`config.mk`:
```
export PLATFORM = sky130hd
export DESIGN_NAME = trap_ctrl
export DESIGN_NICKNAME = d
export VERILOG_FILES = /design/src/rtl/trap_ctrl_pkg.sv /design/src/rtl/trap_ctrl_int_select.sv /design/src/rtl/trap_ctrl.sv
export SDC_FILE = /design/constraint.sdc
export NUM_CORES = 1
export LEC_CHECK = 0
export ABC_AREA = 0
export BUFFER_PORTS_ARGS = -buffer_cell sky130_fd_sc_hd__buf_2
export CORE_AREA = 2 2 430 432
export DETAILED_ROUTE_END_ITERATION = 6
export DIE_AREA = 0 0 432 434
export SYNTH_ARGS = -nofsm -noshare
export SYNTH_HDL_FRONTEND = slang
export SYNTH_SLANG_ARGS = --single-unit
```
`constraint.sdc`:
```
create_clock -name clk -period 5.7 [get_ports clk]
set_input_delay 0.57 -clock clk [delete_from_list [all_inputs] [get_ports clk]]
set_output_delay 0.57 -clock clk [all_outputs]
set_load 0.1 [all_outputs]
```
`src/rtl/trap_ctrl_pkg.sv`:
```
// CSRStruct: shared CSR snapshot type, trap FSM states, privilege and interrupt codes (rev 1.0).
`default_nettype none

package CSRStruct;

  typedef enum logic [1:0] {
    ST_IDLE     = 2'd0,
    ST_FLUSH    = 2'd1,
    ST_COMMIT   = 2'd2,
    ST_REDIRECT = 2'd3
  } trap_state_e;

  localparam logic [1:0] PRIV_U = 2'd0;
  localparam logic [1:0] PRIV_S = 2'd1;
  localparam logic [1:0] PRIV_M = 2'd3;

  localparam logic [5:0] INT_SSI = 6'd1;
  localparam logic [5:0] INT_MSI = 6'd3;
  localparam logic [5:0] INT_STI = 6'd5;
  localparam logic [5:0] INT_MTI = 6'd7;
  localparam logic [5:0] INT_SEI = 6'd9;
  localparam logic [5:0] INT_MEI = 6'd11;

  // Index 5 is the highest priority, index 0 the lowest.
  localparam logic [5:0][5:0] INT_PRIO = {INT_MEI, INT_MSI, INT_MTI, INT_SEI, INT_SSI, INT_STI};

  localparam int MSTATUS_SIE = 1;
  localparam int MSTATUS_MIE = 3;
  localparam int MSTATUS_SPP = 8;
  localparam int MSTATUS_MPP = 11;

  typedef struct packed {
    logic [63:0] mstatus;
    logic [63:0] sstatus;
    logic [63:0] mie;
    logic [63:0] mip;
    logic [63:0] mideleg;
    logic [63:0] medeleg;
    logic [63:0] mtvec;
    logic [63:0] stvec;
    logic [63:0] mepc;
    logic [63:0] sepc;
  } CSRPack;

  function automatic logic [63:0] trap_vector(input logic [63:0] tvec, input logic is_int,
                                              input logic [5:0] code);
    logic [63:0] base;
    base = {tvec[63:2], 2'b00};
    if (is_int && (tvec[1:0] == 2'b01)) return base + {56'd0, code, 2'b00};
    return base;
  endfunction

endpackage

`default_nettype wire

```
`src/rtl/trap_ctrl_int_select.sv`:
```
// int_select: picks the highest-priority pending, enabled interrupt and its target mode (rev 1.0).
`default_nettype none

module int_select
  import CSRStruct::*;
(
  input  logic [1:0] cur_priv_i,
  input  CSRPack     csr_i,
  output logic       int_valid_o,
  output logic [5:0] int_code_o,
  output logic       int_to_s_o
);

  logic        m_ok;
  logic        s_ok;
  logic [63:0] en;
  logic        unused_sink;

  // Delegated interrupts are only reachable below M; s_ok is therefore 0 in M-mode.
  assign m_ok = (cur_priv_i != PRIV_M) || csr_i.mstatus[MSTATUS_MIE];
  assign s_ok = (cur_priv_i == PRIV_U) ||
                ((cur_priv_i == PRIV_S) && csr_i.sstatus[MSTATUS_SIE]);
  assign en   = csr_i.mip & csr_i.mie &
                ((csr_i.mideleg & {64{s_ok}}) | (~csr_i.mideleg & {64{m_ok}}));

  always_comb begin
    int_valid_o = 1'b0;
    int_code_o  = '0;
    for (int i = 0; i < 6; i++) begin
      if (en[INT_PRIO[i]]) begin
        int_valid_o = 1'b1;
        int_code_o  = INT_PRIO[i];
      end
    end
  end

  assign int_to_s_o  = csr_i.mideleg[int_code_o];
  assign unused_sink = ^{csr_i, en};

endmodule

`default_nettype wire

```
`src/rtl/trap_ctrl.sv`:
```
// trap_ctrl: trap/xRET sequencer (IDLE->FLUSH->COMMIT->REDIRECT), registered outputs (rev 1.0).
// Optional TRAP_COSIM_EN adds cosim_* outputs carrying the committed trap values.
`default_nettype none

module trap_ctrl
  import CSRStruct::*;
#(
  parameter logic [1:0] RESET_PRIV = 2'b11
) (
  input  logic        clk,
  input  logic        rst,
  input  logic        exc_valid,
  input  logic [63:0] exc_cause,
  input  logic [63:0] exc_pc,
  input  logic [63:0] exc_tval,
  input  logic        ret_valid,
  input  logic        ret_is_m,
  input  logic        int_ok,
  input  CSRPack      csr_in,
  output logic        flush,
  output logic        trap_commit,
  output logic        trap_to_s,
  output logic [63:0] trap_cause,
  output logic [63:0] trap_epc,
  output logic [63:0] trap_tval,
  output logic        redirect_valid,
  output logic [63:0] redirect_pc,
  output logic [1:0]  cur_priv,
  output logic        busy
`ifdef TRAP_COSIM_EN
  ,
  output logic        cosim_valid,
  output logic [63:0] cosim_epc,
  output logic [63:0] cosim_cause,
  output logic [63:0] cosim_tval
`endif
);

  trap_state_e state_q;
  logic        flush_q, commit_q, to_s_q, redir_q, busy_q;
  logic [63:0] cause_q, epc_q, tval_q, redir_pc_q, target_q;
  logic [1:0]  priv_q;

  logic        int_valid, int_to_s;
  logic [5:0]  int_code;
  logic        take_trap_d, take_int_d, take_ret_d, to_s_d;
  logic [63:0] target_d, ret_pc_d;
  logic [1:0]  ret_priv_d;

  int_select u_int_select (
    .cur_priv_i  (priv_q),
    .csr_i       (csr_in),
    .int_valid_o (int_valid),
    .int_code_o  (int_code),
    .int_to_s_o  (int_to_s)
  );

  always_comb begin
    take_int_d  = !exc_valid && int_ok && int_valid;
    take_trap_d = exc_valid || take_int_d;
    take_ret_d  = !take_trap_d && ret_valid;
    to_s_d      = exc_valid ? ((priv_q <= PRIV_S) && csr_in.medeleg[exc_cause[5:0]]) : int_to_s;
    target_d    = trap_vector(to_s_d ? csr_in.stvec : csr_in.mtvec, take_int_d, int_code);
    ret_pc_d    = ret_is_m ? csr_in.mepc : csr_in.sepc;
    ret_priv_d  = ret_is_m ? csr_in.mstatus[MSTATUS_MPP +: 2]
                           : (csr_in.sstatus[MSTATUS_SPP] ? PRIV_S : PRIV_U);
  end

  always_ff @(posedge clk) begin
    if (rst) begin
      state_q    <= ST_IDLE;
      flush_q    <= 1'b0;
      commit_q   <= 1'b0;
      to_s_q     <= 1'b0;
      redir_q    <= 1'b0;
      busy_q     <= 1'b0;
      cause_q    <= '0;
      epc_q      <= '0;
      tval_q     <= '0;
      redir_pc_q <= '0;
      target_q   <= '0;
      priv_q     <= RESET_PRIV;
    end else begin
      flush_q  <= 1'b0;
      commit_q <= 1'b0;
      redir_q  <= 1'b0;
      case (state_q)
        ST_IDLE: begin
          if (take_trap_d) begin
            state_q  <= ST_FLUSH;
            flush_q  <= 1'b1;
            busy_q   <= 1'b1;
            to_s_q   <= to_s_d;
            cause_q  <= exc_valid ? exc_cause : {1'b1, 57'd0, int_code};
            epc_q    <= exc_pc;
            tval_q   <= exc_valid ? exc_tval : 64'd0;
            target_q <= target_d;
          end else if (take_ret_d) begin
            state_q    <= ST_REDIRECT;
            flush_q    <= 1'b1;
            redir_q    <= 1'b1;
            busy_q     <= 1'b1;
            redir_pc_q <= ret_pc_d;
            priv_q     <= ret_priv_d;
          end
        end
        ST_FLUSH: begin
          state_q  <= ST_COMMIT;
          commit_q <= 1'b1;
          priv_q   <= to_s_q ? PRIV_S : PRIV_M;
        end
        ST_COMMIT: begin
          state_q    <= ST_REDIRECT;
          redir_q    <= 1'b1;
          redir_pc_q <= target_q;
        end
        default: begin
          state_q <= ST_IDLE;
          busy_q  <= 1'b0;
        end
      endcase
    end
  end

  assign flush          = flush_q;
  assign trap_commit    = commit_q;
  assign trap_to_s      = to_s_q;
  assign trap_cause     = cause_q;
  assign trap_epc       = epc_q;
  assign trap_tval      = tval_q;
  assign redirect_valid = redir_q;
  assign redirect_pc    = redir_pc_q;
  assign cur_priv       = priv_q;
  assign busy           = busy_q;

`ifdef TRAP_COSIM_EN
  logic        cosim_valid_q;
  logic [63:0] cosim_epc_q, cosim_cause_q, cosim_tval_q;

  always_ff @(posedge clk) begin
    if (rst) begin
      cosim_valid_q <= 1'b0;
      cosim_epc_q   <= '0;
      cosim_cause_q <= '0;
      cosim_tval_q  <= '0;
    end else begin
      cosim_valid_q <= (state_q == ST_FLUSH);
      if (state_q == ST_FLUSH) begin
        cosim_epc_q   <= epc_q;
        cosim_cause_q <= cause_q;
        cosim_tval_q  <= tval_q;
      end
    end
  end

  assign cosim_valid = cosim_valid_q;
  assign cosim_epc   = cosim_epc_q;
  assign cosim_cause = cosim_cause_q;
  assign cosim_tval  = cosim_tval_q;
`endif

endmodule

`default_nettype wire

```
Word level (Yosys, flattened, before mapping)
Index checks and enable logic that the tools add are counted.
- RAM bits: 0
- logic and storage cells: 97
- latch bits: 0
- input bits: 838
- memories kept: 0
- ROM bits: 0
- register bits: 329
- div/mod/pow operators: 0
- bitwise logic cells: 8
- add/subtract/negate cells: 1
- muxes and demuxes: 44
- shift operators: 0
- eq/ne operators: 8
- reductions and logical operators: 21
- multiply operators: 0
- order comparisons: 3
- operators with widths (cell ; count):
    2-to-1 mux 64 bit ; 8
    one-hot mux 64 bit (2 select lines) ; 1
    adder 64 x 8 -> 64 bit ; 1
    bitwise AND 12 bit ; 4
    2-to-1 mux 1 bit ; 17
    2-to-1 mux 4 bit ; 4
    binary-select mux 1 bit (select 6 bit) ; 2
    2-to-1 mux 2 bit ; 6
    NOT 12 bit ; 1
    bitwise OR 12 bit ; 1
    < comparator 4 x 7 -> 1 bit (second input constant) ; 1
    < comparator 6 x 7 -> 1 bit (second input constant) ; 1
    == test 2 x 1 -> 1 bit (second input constant) ; 3
    logical AND 1 bit ; 6
    2-to-1 mux 3 bit ; 2
    != test 2 bit (second input constant) ; 3
    one-hot mux 2 bit (3 select lines) ; 1
    AND reduction 3 bit ; 2
    zero test 2 bit ; 2
    one-hot mux 1 bit (2 select lines) ; 2
    one-hot mux 2 bit (2 select lines) ; 1
    AND reduction 2 bit ; 2
    nonzero test 2 bit ; 2
    OR reduction 2 bit ; 2
    other kinds (6) ; 10

Longest topological paths before layout
- depth in word-level cells: 20
- mapped depth: 22

Hierarchy
Synthesis repeated with hierarchy kept, for this count alone.
- cell total of the unflattened synthesis: 2130
- area total of the unflattened synthesis: 16861.2 µm²
- by module, submodules not included (module ; cells an instance ; area each (µm²) ; sequential area each (µm²) ; instances):
    trap_ctrl ; 2067 ; 16393.2 ; 6546.3 ; 1
    int_select ; 63 ; 467.9 ; 0.0 ; 1

Worst setup path after synthesis
Ideal clock, no wire load.
- path kind: register -> register
- from: register priv_q[0] (netlist: cur_priv[0])
- to: register target_q[24]
- setup slack: 0.502 ns
- setup time: 0.062 ns
- data arrival time: 5.135 ns
- path buffers: 3
- clock period less this slack: 5.198 ns
- stages on the path, launching flop included: 20
- cells stage by stage: dfxtp_1 > and3b_1 > buf_2 > o32ai_1 > a2111o_1 > o2bb2a_1 > o21ai_2 > a31oi_4 > buf_2 > buf_4 > mux2_2 > ha_1 > fa_1 > a21o_1 > a21oi_1 > a21oi_2 > o2111ai_1 > nor3_1 > or3_1 > nand3_1
- word-level cells in the longest chain between the ends: 20
- elaborated cells between the ends (all ways): 37
- RTL lines (element ; RTL line ; RTL):
    from (decl) ; trap_ctrl.sv:42 ; logic [1:0] priv_q;
    from (signal assigned) ; trap_ctrl.sv:104 ; priv_q <= ret_priv_d;
    from (signal assigned) ; trap_ctrl.sv:110 ; priv_q <= to_s_q ? PRIV_S : PRIV_M;
    parallel branches: the longest is 20 deep, another holds bitwise AND 12 bit ; - ;
    to (signal assigned) ; trap_ctrl.sv:97 ; target_q <= target_d;
    to (decl) ; trap_ctrl.sv:41 ; logic [63:0] cause_q, epc_q, tval_q, redir_pc_q, target_q;
Parallel ways; which one is timed is not known. The select of a mux whose other input is x is not followed.
A chain may end at the register's enable or synchronous reset.

Worst setup path after layout
- from: register priv_q[0] (netlist: cur_priv[0])
- to: register target_q[52]
Same word-level chain as after synthesis.

==> metrics.txt <==
status finished, final reports clean; max-slew violations 0; Yosys warnings 0; Die ar. 0.1875 mm^2; Final TNS setup 0 ns; Slew headroom 0.3528; most common cell in the netlist nand2_1; Post-synth top flop dfxtp_1; height of the die about 430 um; io pins 1101; post-DP HPWL ~90 mm; post-CTS sizing 0; share of layout cells above drive strength 1 0.3518; GRT Total Usage 0.1129; CP arrival 5.75 ns; dpl ws 0.1286 ns; pwr dens between 500 and 600 mW/mm^2; TritonCTS Buffers 46; required time worst endpoint just over 6 ns; average instance area after synthesis 8.211 um^2; DR DRC count 0; worst-path cell chain and2b_1 -> o32ai_1 -> a2111o_1 -> o2bb2a_1 -> o21ai_2 -> a31oi_4 -> mux2_2 -> ha_1 -> a21o_1 -> a21oi_1 -> a21oi_2 -> nand4_2 -> o31a_1 -> nor3_1 -> o31ai_1; antenna-violating nets left 0; Die Span X approximately 430 um; worst hold path type in2reg; Final Non-Filler Cells a little over 5000; Clock Latency Late Sink 0.66 ns; Synth Cell Area approximately 0.017 mm^2; CTS tree yes; critical path type reg2reg; largest net degree at the start of global routing about 130; critical path launch point type flop; global route overflow 0; Syn Nets approximately 2900; Peak VDD IR 0.0002836 V; first-pass GRT wire length about 150 mm; clock input transition at the sequential cells of the worst setup and hold paths about 0.06 ns; PortBufs approximately 810; vias per cell ~3.6; Final Critical Period 5.285 ns; Gate Count Post-Synth about 2000; Placed Instances between 5000 and 6000; Routed WL per cell between 20 and 25 um; synth unique cells between 70 and 80; worst path bufs/invs 0; CP max stage delay 0.59 ns; drt initial violations 943; Starting Density 0.09075; DRT Wirelength ~110 mm; P_leak about 0.010 uW; top cells by count, synth nand2_1 (391), dfxtp_1 (327), nor2_1 (194), a21oi_1 (181), mux2i_1 (127); routability congestion estimate around 0.89; clock skew about 0.043 ns; CTS Root Cell clkbuf_16; fin nets ~3600; max cap viols 0; clock sink count 327; Worst Slack Setup Final 0.4145 ns; final setup fails 0; core area around 0.18 mm^2; CP Capture Type flop; sequential area share after synthesis 0.3953; top cells by area, synth dfxtp_1 (40%), nand2_1 (8.9%), mux2i_1 (7.7%); Post-CTS Setup Repair Bufs 0; delay-heaviest family, CP compound AO/OA/AOI/OAI gates; final worst path period share 0.9273; area grow syn2layout 50.80%; post-synth top area share 0.3953; Final Hold Viols 0; Slowest cell on crit path a21oi_2; Post-synth EDFFs 0; worst-path fanout max 14; largest area contributor in the netlist dfxtp_1; slew at the pin closest to its max-slew limit about 0.97 ns; Rows ~160; Initial DRT Pass Iterations 5; CTS max path bufs 3; vias in the first global route about 18000; #FFs+latches synth 327; hold_buf cts 0; H-tree levels 2; initial antenna violation count between 60 and 70; Max Clk Rate ~190 MHz; post-layout util 0.1369; overall power about 13000 uW; Synth async-reset ratio 0; via count 18468; RSZ-0062 raised after global routing false
[state kept, by name (all words and copies together), names as in the netlist]
register and count:
redirect_pc 64, trap_cause 64, trap_epc 64, trap_tval 64, target_q 62, cur_priv 2, state_q 2, busy 1
flush 1, redirect_valid 1, trap_commit 1, trap_to_s 1
[metal layers]
metal / wire length, um / vias up / global-route usage / share of wire
met5: 346 / - / 0.006766 / 0.0031
met4: 4953 / 30 / 0.05010 / 0.044
met3: 12620 / 213 / 0.05905 / 0.11
met2: 58130 / 695 / 0.2080 / 0.52
met1: 35320 / 8830 / 0.1015 / 0.32
li1: - / 8700 / - / -
[kinds of logic (layout without fill, tap and decap cells)]
group,count (synthesis),in the layout,share of synthesized area
mux,166,166,0.1173
other cells,0,20,0
xor+xnor,57,57,0.03015
compound gates,475,475,0.1859
fa+ha+maj,9,9,0.007253
buf+inv,170,947,0.04337
simple gates,813,813,0.2208
flops,327,327,0.3953
[layout make-up]
cell class                 count  area (um^2)
tap                         2385         2984
clock inverter                28        386.6
multi-input combinational   1520         9319
fill                       20896       157500
antenna                       20        50.05
clock buffer                  55         1225
inverter                      19        73.82
sequential                   327         6546
timing repair buffer         845         4389
[worst min-delay path, delay by kind of cell]
kind	cells	cell delay (ns)
simple gates	1	0.07
compound gates	1	0.05
buf+inv	1	0.08
[worst paths after layout]
check	end	start	slack (ns)	cells after the start
min	trap_tval[4]	exc_tval[4]	0.15	3
max reg2reg	target_q[52]	cur_priv[0]	0.41	15
max	target_q[52]	cur_priv[0]	0.41	15
min reg2reg	redirect_pc[31]	redirect_pc[31]	0.45	2
[cell usage in the layout, fill, tap and decap left out, types with 5 or more instances in the layout]
cell,instances
a211oi_1,6
mux2_2,19
a22oi_1,124
nand4_1,38
o211ai_1,71
a211o_1,5
clkbuf_16,46
bufinv_16,5
a31oi_1,7
nand2_1,390
nor4_1,6
clkbuf_1,5
o21ai_0,35
nand3_1,59
nor3_1,30
buf_2,804
diode_2,20
a21o_1,5
clkinvlp_4,8
mux2i_1,127
clkinv_4,5
buf_4,36
a21oi_1,181
xor2_1,33
o31ai_1,5
clkinv_2,5
and3_1,18
ha_1,8
or3_1,13
dfxtp_1,327
nand3b_1,19
nor2_1,194
inv_1,17
nand2b_1,5
xnor2_1,24
mux4_2,16
[where the power goes]
part           total (uW)  switching (uW)  internal, uW  leakage (uW)
combinational        6820            5530          1290       0.00705
sequential           3310             453          2850       0.00268
clock                3090            1300          1790      0.000757
[per-stage QoR]
stage               hold slack, ns  area (um^2)
CTS                        0.08529        24920
detailed placement          0.4414        23310
global route                0.1173        24960
floorplan                   0.4256        16560
global placement            0.4373        23310
finish                      0.1480        24970
Note: power is estimated with default switching activity, not from simulation.
